[src/rtl/ahb_master_arbiter.sv]
// Two-requester round-robin arbiter driving one AHB-Lite master port (SINGLE / INCR4, word size).
// Latency: gnt and NONSEQ appear one cycle after the grant decision; rdata and done are combinational on the completing cycle.
// Backpressure: hreadyout=0 holds the pending address phase and data phase; requests wait until the bus returns to IDLE.
module ahb_master_arbiter (
    input  logic        hclk,
    input  logic        hrst,
    input  logic [1:0]  req_valid,
    input  logic [63:0] req_addr,
    input  logic [1:0]  req_write,
    input  logic [1:0]  req_incr4,
    input  logic [63:0] req_wdata,
    output logic [1:0]  gnt,
    output logic [1:0]  wdata_take,
    output logic [1:0]  rdata_valid,
    output logic [31:0] rdata,
    output logic [1:0]  done,
    output logic [1:0]  err,
    output logic [31:0] haddr,
    output logic [1:0]  htrans,
    output logic        hwrite,
    output logic [2:0]  hsize,
    output logic [2:0]  hburst,
    output logic [31:0] hwdata,
    input  logic [31:0] hrdata,
    input  logic        hreadyout,
    input  logic [1:0]  hresp
);

    typedef enum logic [1:0] {IDLE = 2'd0, ADDR = 2'd1, DATA = 2'd2, ERR2 = 2'd3} state_t;

    localparam logic [1:0] HT_IDLE   = 2'b00;
    localparam logic [1:0] HT_NONSEQ = 2'b10;
    localparam logic [1:0] HT_SEQ    = 2'b11;

    state_t      state, state_nxt;
    logic        owner, owner_nxt;
    logic        rr_last, rr_last_nxt;
    logic        dp_vld, dp_vld_nxt;
    logic        dp_write, dp_write_nxt;
    logic [1:0]  beats, beats_nxt;
    logic [1:0]  gnt_nxt, htrans_nxt, owner_oh;
    logic [31:0] haddr_nxt, hwdata_nxt, sel_addr, cur_wdata;
    logic        hwrite_nxt;
    logic [2:0]  hburst_nxt;
    logic        win, dp_ok, err_first;

    assign hsize     = 3'b010;
    assign owner_oh  = owner ? 2'b10 : 2'b01;
    // On a tie the requester that did not win last time gets the bus.
    assign win       = (&req_valid) ? ~rr_last : req_valid[1];
    assign sel_addr  = win ? req_addr[63:32] : req_addr[31:0];
    assign cur_wdata = owner ? req_wdata[63:32] : req_wdata[31:0];
    assign dp_ok     = dp_vld & hreadyout & (hresp == 2'b00);
    assign err_first = dp_vld & ~hreadyout & (hresp == 2'b01);

    always_ff @(posedge hclk or negedge hrst) begin
        if (!hrst) begin
            state    <= IDLE;
            owner    <= 1'b0;
            rr_last  <= 1'b1;
            dp_vld   <= 1'b0;
            dp_write <= 1'b0;
            beats    <= 2'd0;
            gnt      <= 2'b00;
            haddr    <= 32'h0;
            htrans   <= HT_IDLE;
            hwrite   <= 1'b0;
            hburst   <= 3'b000;
            hwdata   <= 32'h0;
        end else begin
            state    <= state_nxt;
            owner    <= owner_nxt;
            rr_last  <= rr_last_nxt;
            dp_vld   <= dp_vld_nxt;
            dp_write <= dp_write_nxt;
            beats    <= beats_nxt;
            gnt      <= gnt_nxt;
            haddr    <= haddr_nxt;
            htrans   <= htrans_nxt;
            hwrite   <= hwrite_nxt;
            hburst   <= hburst_nxt;
            hwdata   <= hwdata_nxt;
        end
    end

    always_comb begin
        state_nxt    = state;
        owner_nxt    = owner;
        rr_last_nxt  = rr_last;
        dp_vld_nxt   = dp_vld;
        dp_write_nxt = dp_write;
        beats_nxt    = beats;
        gnt_nxt      = gnt;
        haddr_nxt    = haddr;
        htrans_nxt   = htrans;
        hwrite_nxt   = hwrite;
        hburst_nxt   = hburst;
        hwdata_nxt   = hwdata;
        wdata_take   = 2'b00;
        rdata_valid  = 2'b00;
        rdata        = 32'h0;
        done         = 2'b00;
        err          = 2'b00;

        // Read data is passed straight through on the completing cycle.
        if ((state == ADDR || state == DATA) && dp_ok && !dp_write) begin
            rdata_valid = owner_oh;
            rdata       = hrdata;
        end

        case (state)
            IDLE: begin
                if (|req_valid) begin
                    state_nxt   = ADDR;
                    owner_nxt   = win;
                    rr_last_nxt = win;
                    gnt_nxt     = win ? 2'b10 : 2'b01;
                    haddr_nxt   = sel_addr & ~32'h3;
                    htrans_nxt  = HT_NONSEQ;
                    hwrite_nxt  = req_write[win];
                    hburst_nxt  = req_incr4[win] ? 3'b011 : 3'b000;
                    beats_nxt   = req_incr4[win] ? 2'd3 : 2'd0;
                end
            end
            ADDR: begin
                if (err_first) begin
                    htrans_nxt = HT_IDLE;
                    state_nxt  = ERR2;
                end else if (hreadyout) begin
                    dp_vld_nxt   = 1'b1;
                    dp_write_nxt = hwrite;
                    hwdata_nxt   = hwrite ? cur_wdata : 32'h0;
                    wdata_take   = hwrite ? owner_oh : 2'b00;
                    if (beats != 2'd0) begin
                        haddr_nxt  = haddr + 32'd4;
                        htrans_nxt = HT_SEQ;
                        beats_nxt  = beats - 2'd1;
                    end else begin
                        htrans_nxt = HT_IDLE;
                        state_nxt  = DATA;
                    end
                end
            end
            DATA: begin
                if (err_first) begin
                    state_nxt = ERR2;
                end else if (hreadyout) begin
                    done       = owner_oh;
                    err        = (hresp != 2'b00) ? owner_oh : 2'b00;
                    gnt_nxt    = 2'b00;
                    dp_vld_nxt = 1'b0;
                    hwdata_nxt = 32'h0;
                    state_nxt  = IDLE;
                end
            end
            ERR2: begin
                if (hreadyout) begin
                    done       = owner_oh;
                    err        = owner_oh;
                    gnt_nxt    = 2'b00;
                    dp_vld_nxt = 1'b0;
                    hwdata_nxt = 32'h0;
                    state_nxt  = IDLE;
                end
            end
            default: state_nxt = IDLE;
        endcase
    end

endmodule

[config.mk]
export PLATFORM = sky130hd
export DESIGN_NAME = ahb_master_arbiter
export DESIGN_NICKNAME = d
export VERILOG_FILES = /design/src/rtl/ahb_master_arbiter.sv
export SDC_FILE = /design/constraint.sdc
export NUM_CORES = 1
export LEC_CHECK = 0
export CORE_ASPECT_RATIO = 0.7
export CORE_MARGIN = 1
export CORE_UTILIZATION = 30
export CTS_BUF_LIST = sky130_fd_sc_hd__clkbuf_8
export DETAILED_ROUTE_END_ITERATION = 10
export GPL_TIMING_DRIVEN = 1
export PLACE_DENSITY = 0.65
export REMOVE_ABC_BUFFERS = 1
export SYNTH_ARGS = -nofsm -noshare
export SYNTH_HDL_FRONTEND = slang
export SYNTH_SLANG_ARGS = --single-unit
[constraint.sdc]
create_clock -name hclk -period 3.7 [get_ports hclk]
set_input_delay 0.74 -clock hclk [delete_from_list [all_inputs] [get_ports hclk]]
set_output_delay 0.74 -clock hclk [all_outputs]
set_load 0.005 [all_outputs]
* After elaboration in Yosys (flattened, before gate mapping)
Cells that the tools add are included.
** Storage, ports and cells
- Register bits after elaboration :: 80
- Output and inout port bits :: 115
- Bits of input ports :: 171
** Cells by class
- Multiplexer cells :: 61
- Equal/unequal tests :: 11
- Magnitude comparators :: 1
- Bitwise operators :: 7
- Add/subtract/negate cells :: 2
- Reduce and logical (&&, ||, !) cells :: 20
** Operator list (number)
- 32-bit 2-to-1 mux :: 12
- 32-bit case mux with 3 select lines :: 1
- 32-bit case mux with 2 select lines :: 1
- 2-bit 2-to-1 mux :: 31
- 32-bit by 3-bit adder with 32-bit output (second input constant) :: 1
- 2-bit case mux with 2 select lines :: 4
- 3-bit AND reduction :: 4
- 1-bit 2-to-1 mux :: 9
- 2-bit != test (second input constant) :: 4
- 2-bit case mux with 4 select lines :: 1
- 3-bit != test (second input constant) :: 2
- 2-bit case mux with 3 select lines :: 1
- 2-bit nonzero test :: 3
- 3-bit nonzero test :: 2
- 5-bit AND reduction :: 1
- 1-bit bitwise AND :: 4
- 2-bit by 1-bit == test with 1-bit output (second input constant) :: 2
- 2-bit == test (second input constant) :: 2
- 2-bit logical NOT :: 2
- 2-bit AND reduction :: 2
- 4-bit AND reduction :: 1
- 1-bit inverter :: 3
- 1-bit case mux with 3 select lines :: 1
- 1-bit logical AND :: 2
- 6 further kinds :: 6

* Depth between registers and ports, before layout
- Depth in word-level cells :: 7
- Depth in mapped cells :: 9
- Gate-level depth less buffers :: 6

* Worst setup path after synthesis
OpenSTA, ideal clock, no wires.
- Path type :: flip-flop to output port
- From :: register state[1]
- To :: output wdata_take[0]
- Required time :: 2.960 ns
- Path buffers :: 3
- Data arrival time :: 1.631 ns
- Slack :: 1.329 ns
- Stages on the path, launching flop included :: 8
- Cells stage by stage :: dfrtp_1 inv_1 ha_1 buf_2 buf_1 clkbuf_1 nand3_1 nor2_1
** On the way
- Longest elaborated chain between the ends :: 2
** Ends and longest elaborated chain
- start: declaration :: line 35 : state_t state, state_nxt;
- start signal: assignment :: line 71 : state <= state_nxt;
- 2-bit by 1-bit == test with 1-bit output :: line 111 : case (state)
- 2-bit 2-to-1 mux :: line 111
- end: declaration :: line 13 : output logic [1:0] wdata_take,
Every way passes these cells.

* Worst setup path in the final report
- From :: input hresp[0]
- To :: output rdata[27]
** On the way
- Longest elaborated chain between the ends :: 5
** Ends and longest elaborated chain
- start: declaration :: line 26 : input logic [1:0] hresp
- 2-bit logical NOT :: line 53 : assign dp_ok = dp_vld & hreadyout & (hresp == 2'b00);
- 1-bit bitwise AND :: line 53
- 1-bit logical AND (2 in a row) :: line 106 : if ((state == ADDR || state == DATA) && dp_ok && !dp_write) begin
- 32-bit 2-to-1 mux :: line 106
- end: declaration :: line 15 : output logic [31:0] rdata,
Every way passes these cells.

==> impl_metrics.env <==
export IMPL_first_pass_iters=5
export IMPL_drcViolationCount=0
export IMPL_clkSinkCount=76
export IMPL_grt_usage_pct=20.6
export IMPL_async_flop_share_pct=100
export IMPL_crit_path_start_kind="primary input"
export IMPL_vias=5447
export IMPL_portBuffers=275
export IMPL_start_util_pct=31.0
export IMPL_drtIter0Drc=245
export IMPL_htree_levels=3
export IMPL_clkLatencyLatePin_ns=0.35
export IMPL_crit_buf_inv=3
export IMPL_ys_ff_latch=76
export IMPL_wl_mm=18.4
export IMPL_antenna_found_initial=0
export IMPL_worstPathCellList="clkdlybuf4s50_1, or2_2, nor2_1, buf_4, and2_1, clkdlybuf4s50_1"
export IMPL_ys_seq_area_share_pct=37.1
export IMPL_gp_congestion=0.865
export IMPL_clock_fmax_mhz=307
export IMPL_yosys_warnings=0
export IMPL_grt_pass1_wl_mm=28.1
export IMPL_viasPerCell=5.08
export IMPL_cp_slowest_cell="clkdlybuf4s50_1"
export IMPL_critical_path_arrival_ns=2.52
export IMPL_p_leak_nw=3.36
export IMPL_path_clk_slew_ns=0.08
export IMPL_post_cts_buffers=0
export IMPL_outcome="finished, final reports clean"
export IMPL_tritoncts="yes"
export IMPL_cp_max_fo=32
export IMPL_place_hpwl_mm=13.7
export IMPL_grt_pass1_vias=5249
export IMPL_dieArea_sq_mm=0.0176
export IMPL_synth_area_sq_mm=0.00513
export IMPL_postCtsHoldBufs=0
export IMPL_ant_nets=0
export IMPL_hold_ws_ns=0.480
export IMPL_core_sq_mm=0.0165
export IMPL_nets=1021
export IMPL_synth_cells=575
export IMPL_die_h_um=111
export IMPL_final_max_slew_violation_count=0
export IMPL_pre_cts_slack_ns=0.419
export IMPL_layout_worst_path_cycle_share_pct=88.2
export IMPL_path_common_cell="clkdlybuf4s50_1"
export IMPL_cp_required_ns=2.96
export IMPL_worst_slack_ns=0.438
export IMPL_numCtsBuffers=9
export IMPL_drv_cap=0
export IMPL_tightest_slew_ns=0.934
export IMPL_critPathCaptureType="output pin"
export IMPL_rows=39
export IMPL_overflow=0
export IMPL_die_w_um=158
export IMPL_synth_area_per_cell_sq_um=8.93
export IMPL_cpPeakStageDelay_ns=0.51
export IMPL_fin_tns_setup_ns=0
export IMPL_clockRootBuffer="clkbuf_8"
export IMPL_fin_crit_ns=3.26
export IMPL_ios=286
export IMPL_syn_to_final_growth_pct=61.7
export IMPL_slew_headroom_pct=37.2
export IMPL_dominantRegCellSynth="dfrtp_1"
export IMPL_synth_edf_count=0
export IMPL_avgRoutedWirePerCell_um=17.2
export IMPL_crit_type="primary input to output pin"
export IMPL_dp_cells=1057
export IMPL_setup_violations_final=0
export IMPL_hold_viol=0
export IMPL_fin_cells=1073
export IMPL_drive_gt1_share_pct=8.37
export IMPL_hold_class="register to register"
export IMPL_vdd_drop_max_mv=0.310
export IMPL_rsz0062_at_grt="no"
export IMPL_clockBufferDepth=2
export IMPL_power_total_w=0.00552
export IMPL_clock_skew_final_ns=0.0108
export IMPL_num_antenna_cells=0
export IMPL_synthDistinctLibCells=65
export IMPL_path_delay_family="buffers and inverters"
export IMPL_grt_start_max_net_pins=64
export IMPL_post_cts_resize_count=0
export IMPL_p_per_area_mw_per_mm2=665
-- registers in the layout, summed over array words and instances, names as in the netlist --
register	flops
dp_vld	1
hwdata	32
hwrite	1
dp_write	1
owner	1
gnt	2
beats	2
haddr	30
hburst	1
state	2
htrans	2
rr_last	1
-- synth_stat cells, types with 3 or more instances --
cell | instances | share of area (%)
o22ai_1 | 7 | 0.85
a21o_1 | 3 | 0.44
nor3_1 | 9 | 0.88
o211ai_1 | 6 | 0.88
o31ai_1 | 4 | 0.59
dfrtp_1 | 75 | 37
a31oi_1 | 5 | 0.61
nor4b_1 | 4 | 0.68
mux2i_1 | 42 | 8.2
nand3b_1 | 4 | 0.59
o21ai_1 | 4 | 0.39
or3_1 | 7 | 0.85
mux2_4 | 13 | 3.8
a211o_1 | 4 | 0.68
inv_1 | 12 | 0.88
clkbuf_1 | 13 | 0.95
nor4_1 | 13 | 1.6
buf_2 | 11 | 1.1
nand4b_1 | 3 | 0.51
or2_2 | 4 | 0.49
buf_4 | 10 | 1.5
nor2_1 | 19 | 1.4
a221o_1 | 6 | 1.2
nand3_1 | 22 | 2.1
nand2_1 | 94 | 6.9
and4_1 | 4 | 0.68
a22o_1 | 5 | 0.85
nand2b_1 | 5 | 0.61
and2_1 | 36 | 4.4
ha_1 | 7 | 1.7
a31o_2 | 3 | 0.51
o21ai_0 | 49 | 4.8
nand4_1 | 5 | 0.61
a22oi_1 | 11 | 1.6
a21oi_1 | 13 | 1.3
buf_1 | 4 | 0.29
-- layer usage --
layer | share of wire (%) | vias to the layer above | global-route usage [%]
li1 | - | 2628 | -
met1 | 45 | 2565 | 28.3
met2 | 45 | 243 | 33.2
met3 | 8.4 | 11 | 4.83
met4 | 0.76 | 0 | 3.53
met5 | 0 | - | 0
-- through the flow --
step | utilization (%) | cell area, sq um
floorplan | - | 4910
global placement | 49.0 | 8110
detailed placement | 49.0 | 8110
CTS | 50.2 | 8300
global route | 50.2 | 8300
finish | 50.2 | 8300
-- cell type report --
| cell class | instances | area [sq um] |
|---|---|---|
| clock inverters | 7 | 68.8 |
| clock buffers | 9 | 124 |
| fillers | 1577 | 8240 |
| multi-input cells | 450 | 2970 |
| well taps | 225 | 282 |
| inverters | 12 | 45.0 |
| repair buffers | 294 | 2910 |
| flip-flops and latches | 76 | 1900 |
-- tightest hold or removal path, delay by kind of cell (launching register included) --
family / cells / cell delay, ns
and+or+nand+nor: 1 / 0.04
AOI/OAI and AO/OA: 1 / 0.06
DFF: 1 / 0.34
-- cell usage in the layout (no fill, tap or decap), types with 5 or more instances in the layout --
master	count
a21oi_1	13
a221o_1	6
nand4_1	5
nand3_1	22
clkbuf_8	9
o21ai_0	49
inv_1	13
a31oi_1	5
dfrtp_1	74
mux2_4	13
nor2_1	19
nand2_1	94
buf_4	19
or3_1	7
o211ai_1	6
conb_1	6
mux2i_1	42
nor3_1	9
clkdlybuf4s50_1	274
nand2b_1	5
a22oi_1	11
nor4_1	13
a22o_1	5
ha_1	7
and2_1	36
o22ai_1	7
-- final timing paths --
check,start,endpoint,slack [ns],depth (start not counted)
setup / recovery,hresp[0],rdata[27],0.44,6
hold / removal,hwdata[23],hwdata[23],0.48,2
setup reg to reg,state[1],haddr[27],1.19,7
hold reg to reg,hwdata[23],hwdata[23],0.48,2
max in group asynchronous,hrst,haddr[29],2.46,2
min in group asynchronous,hrst,haddr[10],0.49,1
-- cell families after synthesis --
kind of cell / share of synthesized area, %
mux: 12.4
other cells: 0.146
flops: 37.1
compound gates: 17.9
simple gates: 25.2
buf+inv: 5.48
fa+ha+maj: 1.71
-- power by group --
part / internal [W] / switching [W]
combinational: 0.00166 / 0.00151
sequential: 0.00124 / 0.000471
clock: 0.000308 / 0.000341
No activity file was read; power rests on OpenSTA's default activity.
